<file path="src/rtl/ia_addr_pkg.sv">
// Shared types and constants for the IA address sequencer: FSM states,
// arbiter control encodings and default widths.
package ia_addr_pkg;

  localparam int RAM_ADDR_W = 5;
  localparam int BRAM_LAT   = 1;
  localparam int NUM_PHASES = 4;

  typedef enum logic [2:0] {
    ST_IDLE,
    ST_FETCH,
    ST_WAIT,
    ST_ISSUE,
    ST_HOLD,
    ST_DONE
  } state_t;

  localparam logic [2:0] CTRL_HOLD   = 3'd0;
  localparam logic [2:0] CTRL_PHASE1 = 3'd1;
  localparam logic [2:0] CTRL_PHASE2 = 3'd2;
  localparam logic [2:0] CTRL_PHASE3 = 3'd3;
  localparam logic [2:0] CTRL_PHASE4 = 3'd4;

  // Arbiter select for a zero-based phase index.
  function automatic logic [2:0] phase_ctrl(input logic [1:0] phase);
    logic [2:0] ctrl;
    unique case (phase)
      2'd0:    ctrl = CTRL_PHASE1;
      2'd1:    ctrl = CTRL_PHASE2;
      2'd2:    ctrl = CTRL_PHASE3;
      default: ctrl = CTRL_PHASE4;
    endcase
    return ctrl;
  endfunction

endpackage

</file>
<file path="src/rtl/ia_latency_timer.sv">
// Loadable down-counter that times the extra BRAM read-latency cycles
// spent in WAIT; expired is high once the remaining count reaches zero.
module ia_latency_timer #(
  parameter int bram_latency = 1
) (
  input  logic clock,
  input  logic reset,
  input  logic load,
  output logic expired
);

  localparam int CNT_W = (bram_latency > 2) ? $clog2(bram_latency) : 1;
  // WAIT lasts bram_latency-1 cycles, the last of which sees a zero count.
  localparam logic [CNT_W-1:0] LOAD_VAL = CNT_W'((bram_latency > 1) ? bram_latency - 2 : 0);

  logic [CNT_W-1:0] cnt;

  always_ff @(posedge clock) begin
    if (reset)
      cnt <= '0;
    else if (load)
      cnt <= LOAD_VAL;
    else if (cnt != '0)
      cnt <= cnt - 1'b1;
  end

  assign expired = (cnt == '0);

endmodule

</file>
<file path="src/rtl/ia_addr_sequencer.sv">
// Walks the row/col address BRAMs over [first_addr..last_addr] (wrapping),
// stepping the arbiters through four phases per word with a valid/ready tag.
module ia_addr_sequencer
  import ia_addr_pkg::*;
#(
  parameter int ram_address_width = RAM_ADDR_W,
  parameter int bram_latency      = BRAM_LAT,
  parameter int num_phases        = NUM_PHASES
) (
  input  logic                         clock,
  input  logic                         reset,
  input  logic                         start,
  input  logic                         abort,
  input  logic [ram_address_width-1:0] first_addr,
  input  logic [ram_address_width-1:0] last_addr,
  output logic                         addr_bram_enable,
  output logic [ram_address_width-1:0] ram_address,
  output logic [2:0]                   arbiter_ctrl,
  output logic                         addr_valid,
  input  logic                         addr_ready,
  output logic [ram_address_width+1:0] addr_tag,
  output logic                         busy,
  output logic                         done
);

  localparam logic [1:0] LAST_PHASE = 2'(num_phases - 1);

  state_t                       state;
  logic [ram_address_width-1:0] addr_cnt;
  logic [ram_address_width-1:0] last_q;
  logic [1:0]                   phase;
  logic                         timer_load;
  logic                         timer_expired;

  assign timer_load = (state == ST_FETCH);

  ia_latency_timer #(.bram_latency(bram_latency)) u_timer (
    .clock   (clock),
    .reset   (reset),
    .load    (timer_load),
    .expired (timer_expired)
  );

  always_ff @(posedge clock) begin
    // Abort outranks everything else, including a same-cycle handshake.
    if (reset || (abort && state != ST_IDLE)) begin
      state            <= ST_IDLE;
      addr_cnt         <= '0;
      last_q           <= '0;
      phase            <= '0;
      addr_bram_enable <= 1'b0;
      ram_address      <= '0;
      arbiter_ctrl     <= CTRL_HOLD;
      addr_valid       <= 1'b0;
      addr_tag         <= '0;
      busy             <= 1'b0;
      done             <= 1'b0;
    end else begin
      unique case (state)
        ST_IDLE: begin
          if (start) begin
            addr_cnt         <= first_addr;
            last_q           <= last_addr;
            phase            <= '0;
            ram_address      <= first_addr;
            addr_bram_enable <= 1'b1;
            busy             <= 1'b1;
            state            <= ST_FETCH;
          end
        end
        ST_FETCH: begin
          if (bram_latency > 1) begin
            state <= ST_WAIT;
          end else begin
            arbiter_ctrl <= phase_ctrl(phase);
            state        <= ST_ISSUE;
          end
        end
        ST_WAIT: begin
          if (timer_expired) begin
            arbiter_ctrl <= phase_ctrl(phase);
            state        <= ST_ISSUE;
          end
        end
        ST_ISSUE: begin
          arbiter_ctrl <= CTRL_HOLD;
          addr_valid   <= 1'b1;
          addr_tag     <= {addr_cnt, phase};
          state        <= ST_HOLD;
        end
        ST_HOLD: begin
          if (addr_ready) begin
            addr_valid <= 1'b0;
            addr_tag   <= '0;
            if (phase != LAST_PHASE) begin
              phase        <= phase + 2'd1;
              arbiter_ctrl <= phase_ctrl(phase + 2'd1);
              state        <= ST_ISSUE;
            end else if (addr_cnt != last_q) begin
              addr_cnt    <= addr_cnt + 1'b1;
              ram_address <= addr_cnt + 1'b1;
              phase       <= '0;
              state       <= ST_FETCH;
            end else begin
              addr_bram_enable <= 1'b0;
              ram_address      <= '0;
              done             <= 1'b1;
              state            <= ST_DONE;
            end
          end
        end
        ST_DONE: begin
          done  <= 1'b0;
          busy  <= 1'b0;
          state <= ST_IDLE;
        end
        default: state <= ST_IDLE;
      endcase
    end
  end

endmodule
</file>
<file path="config.mk">
export PLATFORM = sky130hd
export DESIGN_NAME = ia_addr_sequencer
export DESIGN_NICKNAME = d
export VERILOG_FILES = /design/src/rtl/ia_addr_pkg.sv /design/src/rtl/ia_latency_timer.sv /design/src/rtl/ia_addr_sequencer.sv
export SDC_FILE = /design/constraint.sdc
export NUM_CORES = 1
export LEC_CHECK = 0
export BUFFER_PORTS_ARGS = -buffer_cell sky130_fd_sc_hd__buf_2
export CORE_UTILIZATION = 50
export DETAILED_ROUTE_END_ITERATION = 8
export PLACE_DENSITY = 0.81
export SYNTH_ARGS = -nofsm -noshare
export SYNTH_HDL_FRONTEND = slang
export SYNTH_SLANG_ARGS = --single-unit
</file>
<file path="constraint.sdc">
create_clock -name clock -period 2.6 [get_ports clock]
set_input_delay 0 -clock clock [delete_from_list [all_inputs] [get_ports clock]]
set_output_delay 0 -clock clock [all_outputs]
set_load 0.02 [all_outputs]
</file>
==> results of run 1 <==
-- cell usage after synthesis, types with 3 or more instances --
library cell and instances:
mux2i_1 5, dfxtp_1 35, nand2b_1 3, xor2_1 8
nor3_1 9, inv_1 7, o21ai_0 4, and2_1 3
a311oi_1 3, a31oi_1 3, a22oi_1 9, clkbuf_1 3
ha_1 4, nor2b_1 6, a21oi_1 10, nand3_1 6
nor2_1 21, nand2_1 14, buf_2 7
-- area by class of cell --
cell class,instances,area share (%)
multi-input combinational,137,45.47
clock buffer,6,2.093
timing repair buffer,42,12.81
inverter,7,1.332
tap,44,2.790
sequential,35,35.51
-- critical path, stage by stage, from the launching register on --
cell      delay, ps
dfxtp_1         660
nor3b_4         650
a31oi_4         270
nand2b_1        220
a21oi_1         150
-- worst max path at each step --
stage                                startpoint                            to  slack (ps)  depth (start not counted)
final                     state[2]$_SDFFE_PP0P_      addr_cnt[4]$_SDFFE_PP0P_         580                          4
after global routing      state[2]$_SDFFE_PP0P_  arbiter_ctrl[0]$_SDFFE_PP0P_         380                          4
after CTS                 state[2]$_SDFFE_PP0P_      addr_cnt[4]$_SDFFE_PP0P_         600                          4
after detailed placement  phase[0]$_SDFFE_PP0P_      addr_cnt[2]$_SDFFE_PP0P_         640                          6
after global placement    phase[0]$_SDFFE_PP0P_      addr_cnt[2]$_SDFFE_PP0P_         700                          6
after floorplan           phase[0]$_SDFFE_PP0P_      addr_cnt[2]$_SDFFE_PP0P_         900                          7
-- per-layer routing --
metal  vias up  GRT usage, %  routed length, um
met5         -             0                  0
met4         0         13.62                 95
met3        13         4.978                162
met2        43         39.52               1860
met1       676         27.35               1604
li1        752             -                  -
-- where the power goes --
group	internal, mW	total (mW)	switching (mW)
combinational	0.358	0.931	0.573
clock	0.0961	0.261	0.164
sequential	0.665	0.828	0.163
-- logic make-up after synthesis --
family | count (synthesis) | synth area share [%]
AND/OR/NAND/NOR | 70 | 21.18
AO/OA/AOI/OAI | 48 | 21.33
flip-flops | 35 | 41.76
buffers and inverters | 18 | 4.773
XOR/XNOR | 8 | 4.176
adder cells (fa/ha/maj) | 5 | 3.580
multiplexers | 5 | 2.983
other | 1 | 0.2235
-- flip-flops by register name, indices dropped and copies added, names as in the netlist --
signal            flops
addr_bram_enable      1
addr_cnt              5
addr_tag              7
addr_valid            1
arbiter_ctrl          3
busy                  1
done                  1
last_q                5
phase                 2
ram_address           5
state                 3
u_timer.cnt           1
-- timing repair --
item,in CTS,in global routing
endpoints found under the hold margin,8,0
gates resized for setup,0,0
hold buffers,8,0
==> results.py, run 1 <==
metrics = {
    "status": {
        "outcome": "complete, no violations",
    },
    "power_and_ir_drop": {
        "ir_drop_v": 0.0005242,
        "p_leak_nw": 0.8487,
        "p_per_area_mw_per_mm2": 1024,
        "power_mw": 2.020,
    },
    "layout": {
        "drive_gt1_share_pct": 20.26,
        "nNetsFinal": 247,
        "final_area_sq_mm": 0.001973,
        "regArea_sq_um": 700.7,
        "final_common_cell": "dfxtp_1",
        "layoutNonFillerInstCount": 271,
        "final_cell_mix": "35 x dfxtp_1, 33 x buf_2, 21 x nor2_1, 14 x nand2_1, 10 x a21oi_1",
        "diodes": 0,
        "area_growth_pct": 17.60,
        "multi_input_area_sq_um": 897.1,
        "final_util_pct": 63.08,
        "fillers": 280,
    },
    "sta": {
        "tightest_slew_ps": 642.2,
        "final_hold_viol_count": 0,
        "setup_ws_ps": 578.3,
        "max-slew-margin-rel_pct": 57.14,
        "tns_ps": 0,
        "slew_violations": 0,
        "fin_skew_ps": 5.722,
        "min_period_over_period_pct": 77.76,
        "finalHoldWorstSlack_ps": 13.53,
        "fin_crit_ps": 2022,
        "setup_viol": 0,
        "max_freq_mhz": 494.6,
        "rsz0062_at_grt": "false",
    },
    "global_route": {
        "grt_overflow": 0,
        "grt_pass1_wl_mm": 6.210,
        "grt_pass1_vias": 1450,
        "antenna_found_initial": 0,
        "grt_max_degree": 19,
        "grt_use_total_pct": 23.48,
    },
    "clocking": {
        "clock-sinks": 35,
        "cts_tree": "done",
        "insertion_delay_ps": 330,
        "path_clk_slew_ps": 100,
        "cts-htree-levels": 2,
        "cts-root-buf": "clkbuf_4",
        "cts_buffers": 5,
        "clockBufferDepth": 2,
        "postCtsSetupBuffers": 0,
    },
    "run": {
        "maxCapViolCount": 0,
    },
    "floorplanning": {
        "initial_core_util_pct": 53.64,
        "core_area_sq_mm": 0.003128,
        "die_area_sq_mm": 0.003592,
        "die_h_um": 59.93,
        "io_pins": 34,
        "num_rows": 20,
        "die_x_um": 59.93,
    },
    "worst_setup_path": {
        "worst-path-max-fanout": 17,
        "end_kind": "flip-flop",
        "critPathLaunchType": "flip-flop",
        "worstPathRequired_ps": 2860,
        "crit_type": "reg2reg",
        "r2r_end": "addr_cnt[4]$_SDFFE_PP0P_",
        "crit_arrival_ps": 2290,
        "reg2reg_depth": 4,
        "rrSetupSlack_ps": 580,
        "r2r_start": "state[2]$_SDFFE_PP0P_",
    },
    "logic_synthesis": {
        "syn_area_sq_mm": 0.001678,
        "synth-main-ff-cell": "dfxtp_1",
        "synth_area_leaders": "dfxtp_1 42%, nor2_1 4.7%, xor2_1 4.2%, a22oi_1 4.0%, nand2_1 3.1%",
        "synth_edf_count": 0,
        "synth_nets": 209,
        "yosys_warnings": 0,
        "ys_seq_elements": 35,
        "syn_avg_cell_area_sq_um": 8.831,
        "synth.largest_area_cell": "dfxtp_1",
        "synth_cell_types": 43,
        "ys_async_sr_fraction_pct": 0,
        "ys_seq_area_share_pct": 41.76,
        "synth_cells": 190,
        "synth_top_cell_area_share_pct": 41.76,
    },
    "placement": {
        "placed_area_sq_mm": 0.001852,
        "dp_slack_ps": 635.7,
        "globalplace.congestion": 0.8926,
        "post-dp-hpwl_mm": 2.552,
        "portBuffers": 33,
        "dp_cells": 257,
    },
    "routing": {
        "antenna_left": 0,
        "firstDrtPassIters": 4,
        "wl_per_cell_um": 13.73,
        "routed-via-count": 1484,
        "drcViolationCount": 0,
        "wl_mm": 3.722,
        "vias_per_cell": 5.476,
        "drt_iter0_drc": 56,
    },
    "min_path": {
        "min_to": "ram_address[3]$_SDFFE_PP0P_",
        "worstHoldStart": "first_addr[3]",
        "worstHoldPathType": "in2reg",
        "holdPathStages": 3,
    },
}
Note: power is estimated with default switching activity, not from simulation.
==> inputs of run 2 (changes only) <==
CORE_UTILIZATION = 48   (was 50)
clock period = 1.85 ns   (was 2.6 ns; I/O delays follow)
==> run 2 against run 1 <==
Against the previous run: clock power up 100%; sequential cell count unchanged; die area up 4.0%; sequential power up 40%; highest routed layer unchanged; fmax up 18%; clock skew down 0.59 ps; non-clock buffer count up 12; via count up 3.2%.
==> results.py, run 2 (synthesis results as in run 1) <==
metrics = {
    "floorplanning": {
        "die_area_sq_mm": 0.003736,
        "die_x_um": 61.13,
        "die_h_um": 61.13,
        "num_rows": 21,
        "core_area_sq_mm": 0.003337,
        "initial_core_util_pct": 50.28,
        "io_pins": 34,
    },
    "sta": {
        "slew_violations": 0,
        "final_hold_viol_count": 0,
        "max_freq_mhz": 582.9,
        "tns_ps": 0,
        "setup_viol": 0,
        "setup_ws_ps": 134.4,
        "rsz0062_at_grt": "false",
        "min_period_over_period_pct": 92.74,
        "fin_skew_ps": 5.128,
        "tightest_slew_ps": 507.2,
        "fin_crit_ps": 1716,
        "max-slew-margin-rel_pct": 66.14,
    },
    "global_route": {
        "met3_usage_pct": 7.353,
        "busiest_layer": "met2",
        "met1_usage_pct": 29.50,
        "grt_max_degree": 23,
        "grt_pass1_wl_mm": 6.417,
        "grt_overflow": 0,
        "grt_use_total_pct": 23.76,
        "met2_usage_pct": 40.22,
        "grt_pass1_vias": 1415,
        "antenna_found_initial": 0,
    },
    "clocking": {
        "clockBufferDepth": 2,
        "postCtsSetupBuffers": 0,
        "insertion_delay_ps": 340,
        "clock-sinks": 35,
        "cts_buffers": 5,
        "path_clk_slew_ps": 100,
        "cts_tree": "done",
        "cts-root-buf": "clkbuf_4",
        "cts-htree-levels": 2,
    },
    "power_and_ir_drop": {
        "cell_internal_pwr_mw": 1.823,
        "swShare_pct": 42.04,
        "pwr-share-comb_pct": 46.4,
        "p_clk_share_pct": 16.7,
        "p_per_area_mw_per_mm2": 1481,
        "share_seq_of_total_power_pct": 36.9,
        "power_mw": 3.144,
        "p_leak_nw": 0.9314,
        "netSwitchingPower_mw": 1.322,
        "ir_drop_v": 0.0008674,
    },
    "routing": {
        "vias_per_cell": 5.357,
        "wl_per_cell_um": 13.87,
        "antenna_left": 0,
        "wl_mm": 3.967,
        "firstDrtPassIters": 5,
        "drcViolationCount": 0,
        "drt_iter0_drc": 60,
        "routed-via-count": 1532,
    },
    "run": {
        "maxCapViolCount": 0,
    },
    "layout": {
        "largest_reg_flops": 7,
        "nNetsFinal": 259,
        "drive_gt1_share_pct": 25.00,
        "area_growth_pct": 26.55,
        "final_util_pct": 63.63,
        "final_cell_mix": "33 x dfxtp_1, 33 x buf_2, 21 x nor2_1, 13 x nand2_1",
        "layoutNonFillerInstCount": 286,
        "top_register": "addr_tag",
        "diodes": 0,
    },
    "worst_setup_path": {
        "worst-path-max-fanout": 10,
        "worstPathRequired_ps": 2090,
        "reg2reg_depth": 6,
        "critPathLaunchType": "flip-flop",
        "end_kind": "flip-flop",
        "setup.worst_path.start": "phase[0]$_SDFFE_PP0P_",
        "r2r_start": "phase[0]$_SDFFE_PP0P_",
        "crit_arrival_ps": 1960,
        "r2r_end": "addr_cnt[2]$_SDFFE_PP0P_",
        "rrSetupSlack_ps": 130,
        "cp-endpoint": "addr_cnt[2]$_SDFFE_PP0P_",
        "crit_type": "reg2reg",
    },
    "placement": {
        "dp_cells": 269,
        "globalplace.congestion": 0.8405,
        "post-dp-hpwl_mm": 2.851,
        "dp_slack_ps": 135.4,
        "portBuffers": 33,
    },
    "min_path": {
        "worstHoldStart": "first_addr[3]",
        "worstHoldPathType": "in2reg",
    },
    "status": {
        "outcome": "complete, no violations",
    },
}
run 2: worst min path at each step:
stage	end	slack (ps)	depth (start not counted)
final	ram_address[3]$_SDFFE_PP0P_	20	3
after detailed placement	last_q[1]$_SDFFE_PP0P_	250	3
after floorplan	last_q[0]$_SDFFE_PP0P_	150	2
after global placement	last_q[1]$_SDFFE_PP0P_	230	3
after global routing	ram_address[3]$_SDFFE_PP0P_	0.9	3
after CTS	ram_address[3]$_SDFFE_PP0P_	20	3
run 2: through the flow:
stage / cell area [sq um] / hold slack, ps
final: 2123 / 18.49
after CTS: 2113 / 19.62
after floorplan: 1678 / 147.2
after global routing: 2123 / 0.9304
after detailed placement: 1942 / 245.1
after global placement: 1942 / 234.4
run 2: area by class of cell:
cell class / instances / area (sq um)
sequential: 35 / 703.2
clock buffer: 6 / 41.29
multi-input combinational: 137 / 904.6
fill: 295 / 1214
timing repair buffer: 54 / 360.3
tap: 46 / 57.56
clock inverter: 1 / 30.03
inverter: 7 / 26.28
run 2: worst max-delay path, stage by stage, from the launching register on:
cell	delay (ps)
dfxtp_1	470
ha_1	210
and3_1	200
o21ai_2	90
a31oi_4	280
o21ai_1	110
a32o_1	260
run 2: power by group through the flow:
stage | clock network [mW] | registers (mW) | logic (mW)
after global placement | 0 | 1.16 | 1.40
after detailed placement | 0 | 1.16 | 1.42
after CTS | 0.533 | 1.14 | 1.45
after floorplan | 0 | 1.17 | 0.996
final | 0.526 | 1.16 | 1.46
after global routing | 0.572 | 1.19 | 1.61
run 2: what timing repair did:
item	in CTS	in global routing
resized for setup	0	4
endpoints found under the setup margin	0	9
endpoints found under the hold margin	10	0
hold buffers	10	0
run 2: routing by layer:
metal | share of wire (%) | wire (um)
met1 | 43 | 1718
met2 | 51 | 2022
met3 | 5.0 | 198
met4 | 0.68 | 27
met5 | 0 | 0
==> inputs of run 3 (changes only) <==
ABC_AREA = 1   (was default)
CORE_UTILIZATION = 49   (was 48)
PLACE_DENSITY = 0.82   (was 0.81)
==> run 3 against run 2 <==
Against the previous run: design area decreased by 1.7%; largest power group unchanged; final cell count up 17%; sequential cell count did not move; highest routed layer unchanged; die area is 1.3% higher; area after synthesis rose by 3.4%.
==> results.py, run 3 <==
metrics = {
    "status": {
        "outcome": "complete, no violations",
    },
    "worst_setup_path": {
        "cp_num_buf_inv": 2,
        "worstPathRequired_ps": 2090,
        "crit_arrival_ps": 1920,
        "rrSetupSlack_ps": 170,
        "r2r_start": "state[2]$_SDFFE_PP0P_",
        "crit_path_frequent_cell": "nand2_2",
        "worst-path-max-fanout": 16,
        "setup.worst_path.start": "state[2]$_SDFFE_PP0P_",
        "cp-endpoint": "addr_bram_enable$_SDFFE_PP0P_",
        "reg2reg_depth": 8,
        "critPathTopFamily": "simple AND/OR/NAND/NOR gates",
        "end_kind": "flip-flop",
        "path_cells": "inv_4, nor2_8, nand2_2, nand2_2, nor2_2, buf_4, a21oi_1, nor2_1",
        "critPathLaunchType": "flip-flop",
        "r2r_end": "addr_bram_enable$_SDFFE_PP0P_",
        "cpMaxStageDelayCell": "dfxtp_1",
        "slowest_delay_ps": 540,
        "cp_num_cells": 8,
        "crit_type": "reg2reg",
    },
    "placement": {
        "globalplace.congestion": 0.8586,
        "dp_slack_ps": 193.9,
        "post-dp-hpwl_mm": 2.785,
        "portBuffers": 33,
        "placed_area_sq_mm": 0.001938,
    },
    "logic_synthesis": {
        "synth_top_cell_area_share_pct": 40.37,
        "syn_area_sq_mm": 0.001735,
        "ys_async_sr_fraction_pct": 0,
        "synth_nets": 261,
        "synth.largest_area_cell": "dfxtp_1",
        "synthTopCellsByCount": "61 x nand2_1, 35 x dfxtp_1, 33 x a21oi_1",
        "synth_edf_count": 0,
        "ys_seq_area_share_pct": 40.37,
        "synth_most_common_cell": "nand2_1",
        "synth_area_leaders": "dfxtp_1 40%, nand2_1 13%, a21oi_1 9.5%, inv_1 5.4%, nor2_1 5.0%",
        "ys_seq_elements": 35,
        "synth-main-ff-cell": "dfxtp_1",
        "yosys_warnings": 0,
        "syn_avg_cell_area_sq_um": 7.171,
        "synth_cell_types": 32,
        "synth_cells": 242,
    },
    "layout": {
        "final_area_sq_mm": 0.002087,
        "drive_gt1_share_pct": 20.07,
        "nNetsFinal": 307,
        "diodes": 0,
        "regArea_sq_um": 700.7,
        "fillers": 331,
        "final_cell_mix": "61 x nand2_1, 35 x dfxtp_1, 33 x a21oi_1, 33 x buf_2, 25 x inv_1",
        "top_register": "addr_tag",
        "area_growth_pct": 20.26,
        "multi_input_area_sq_um": 884.6,
        "final_common_cell": "nand2_1",
        "largest_reg_flops": 7,
    },
    "global_route": {
        "grt_use_total_pct": 23.28,
        "grt_pass1_wl_mm": 6.299,
        "grt_overflow": 0,
        "antenna_found_initial": 0,
        "grt_pass1_vias": 1423,
        "grt_max_degree": 20,
    },
    "clocking": {
        "path_clk_slew_ps": 100,
        "cts-root-buf": "clkbuf_4",
        "postCtsSetupBuffers": 0,
        "clockBufferDepth": 2,
        "cts_tree": "done",
        "clock-sinks": 35,
        "cts_buffers": 5,
        "cts-htree-levels": 2,
        "insertion_delay_ps": 340,
    },
    "routing": {
        "drt_iter0_drc": 91,
        "firstDrtPassIters": 4,
        "drcViolationCount": 0,
        "antenna_left": 0,
        "wl_mm": 3.873,
        "routed-via-count": 1671,
        "vias_per_cell": 4.988,
        "wl_per_cell_um": 11.56,
    },
    "power_and_ir_drop": {
        "ir_drop_v": 0.0009018,
        "p_leak_nw": 0.9446,
        "p_per_area_mw_per_mm2": 1678,
    },
    "floorplanning": {
        "die_h_um": 61.51,
        "die_x_um": 61.51,
        "io_pins": 34,
        "die_area_sq_mm": 0.003783,
        "core_area_sq_mm": 0.003363,
        "num_rows": 21,
        "initial_core_util_pct": 51.60,
    },
    "sta": {
        "setup_ws_ps": 171.9,
        "min_period_over_period_pct": 90.71,
        "final_hold_viol_count": 0,
        "fin_crit_ps": 1678,
        "slew_violations": 0,
        "max_freq_mhz": 595.9,
        "setup_viol": 0,
        "tns_ps": 0,
        "rsz0062_at_grt": "false",
        "fin_skew_ps": 2.684,
    },
    "run": {
        "maxCapViolCount": 0,
    },
    "min_path": {
        "worstHoldPathType": "in2reg",
        "worstHoldStart": "first_addr[3]",
    },
}
[run 3: worst reg2reg max path, stage by stage, from the launching register on]
cell and delay [ps]:
dfxtp_1 540, inv_4 110, nor2_8 270, nand2_2 130
nand2_2 90, nor2_2 70, buf_4 150, a21oi_1 150
nor2_1 60
[run 3: layout make-up]
type / instances / area share (%)
clock buffers: 8 / 3.297
well taps: 46 / 2.758
inverters: 28 / 5.156
flip-flops and latches: 35 / 33.57
multi-input cells: 174 / 42.39
repair buffers: 44 / 12.83
[run 3: through the flow]
step	util [%]	instances	power [mW]	hold WS, ps
after floorplan	-	242	2.634	115.4
after global placement	57.63	319	2.986	256.1
after detailed placement	57.63	319	3.018	258.7
after CTS	62.05	335	3.508	39.02
after global routing	62.05	335	3.838	75.12
final	62.05	335	3.502	41.68
[run 3: worst min path at each step]
stage                                        endpoint  slack (ps)  depth (start not counted)
final                     ram_address[3]$_SDFFE_PP0P_          40                          5
after global routing      ram_address[3]$_SDFFE_PP0P_          80                          5
after CTS                 ram_address[3]$_SDFFE_PP0P_          40                          5
after detailed placement            busy$_SDFFE_PP0P_         260                          2
after global placement              busy$_SDFFE_PP0P_         260                          2
after floorplan                     busy$_SDFFE_PP0P_         120                          1
[run 3: per-layer routing]
metal / track usage (%) / vias up / share of wire [%]
li1: - / 876 / -
met3: 7.563 / 9 / 4.6
met5: 0 / - / 0
met1: 28.77 / 753 / 46
met4: 8.254 / 0 / 1.7
met2: 37.94 / 33 / 47
[run 3: power breakdown]
group / leakage (nW) / internal [mW] / switching (mW) / total (mW)
logic: 0.620 / 0.652 / 1.20 / 1.85
clock network: 0.0386 / 0.223 / 0.237 / 0.460
registers: 0.286 / 0.972 / 0.216 / 1.19
[run 3: cell families (layout without fill, tap and decap cells)]
logic type,Yosys count,count (layout),synth area share (%)
flip-flops,35,35,40.37
AND/OR/NAND/NOR,114,114,29.99
other,1,1,0.2161
XOR/XNOR,3,3,1.514
AO/OA/AOI/OAI,52,52,16.37
adder cells (fa/ha/maj),4,4,2.884
buffers and inverters,33,80,8.652
[run 3: repair_timing]
item | in CTS | in global routing
endpoints found under the setup margin | 0 | 2
endpoints found under the hold margin | 6 | 0
hold buffers | 8 | 0
resized for setup | 0 | 0
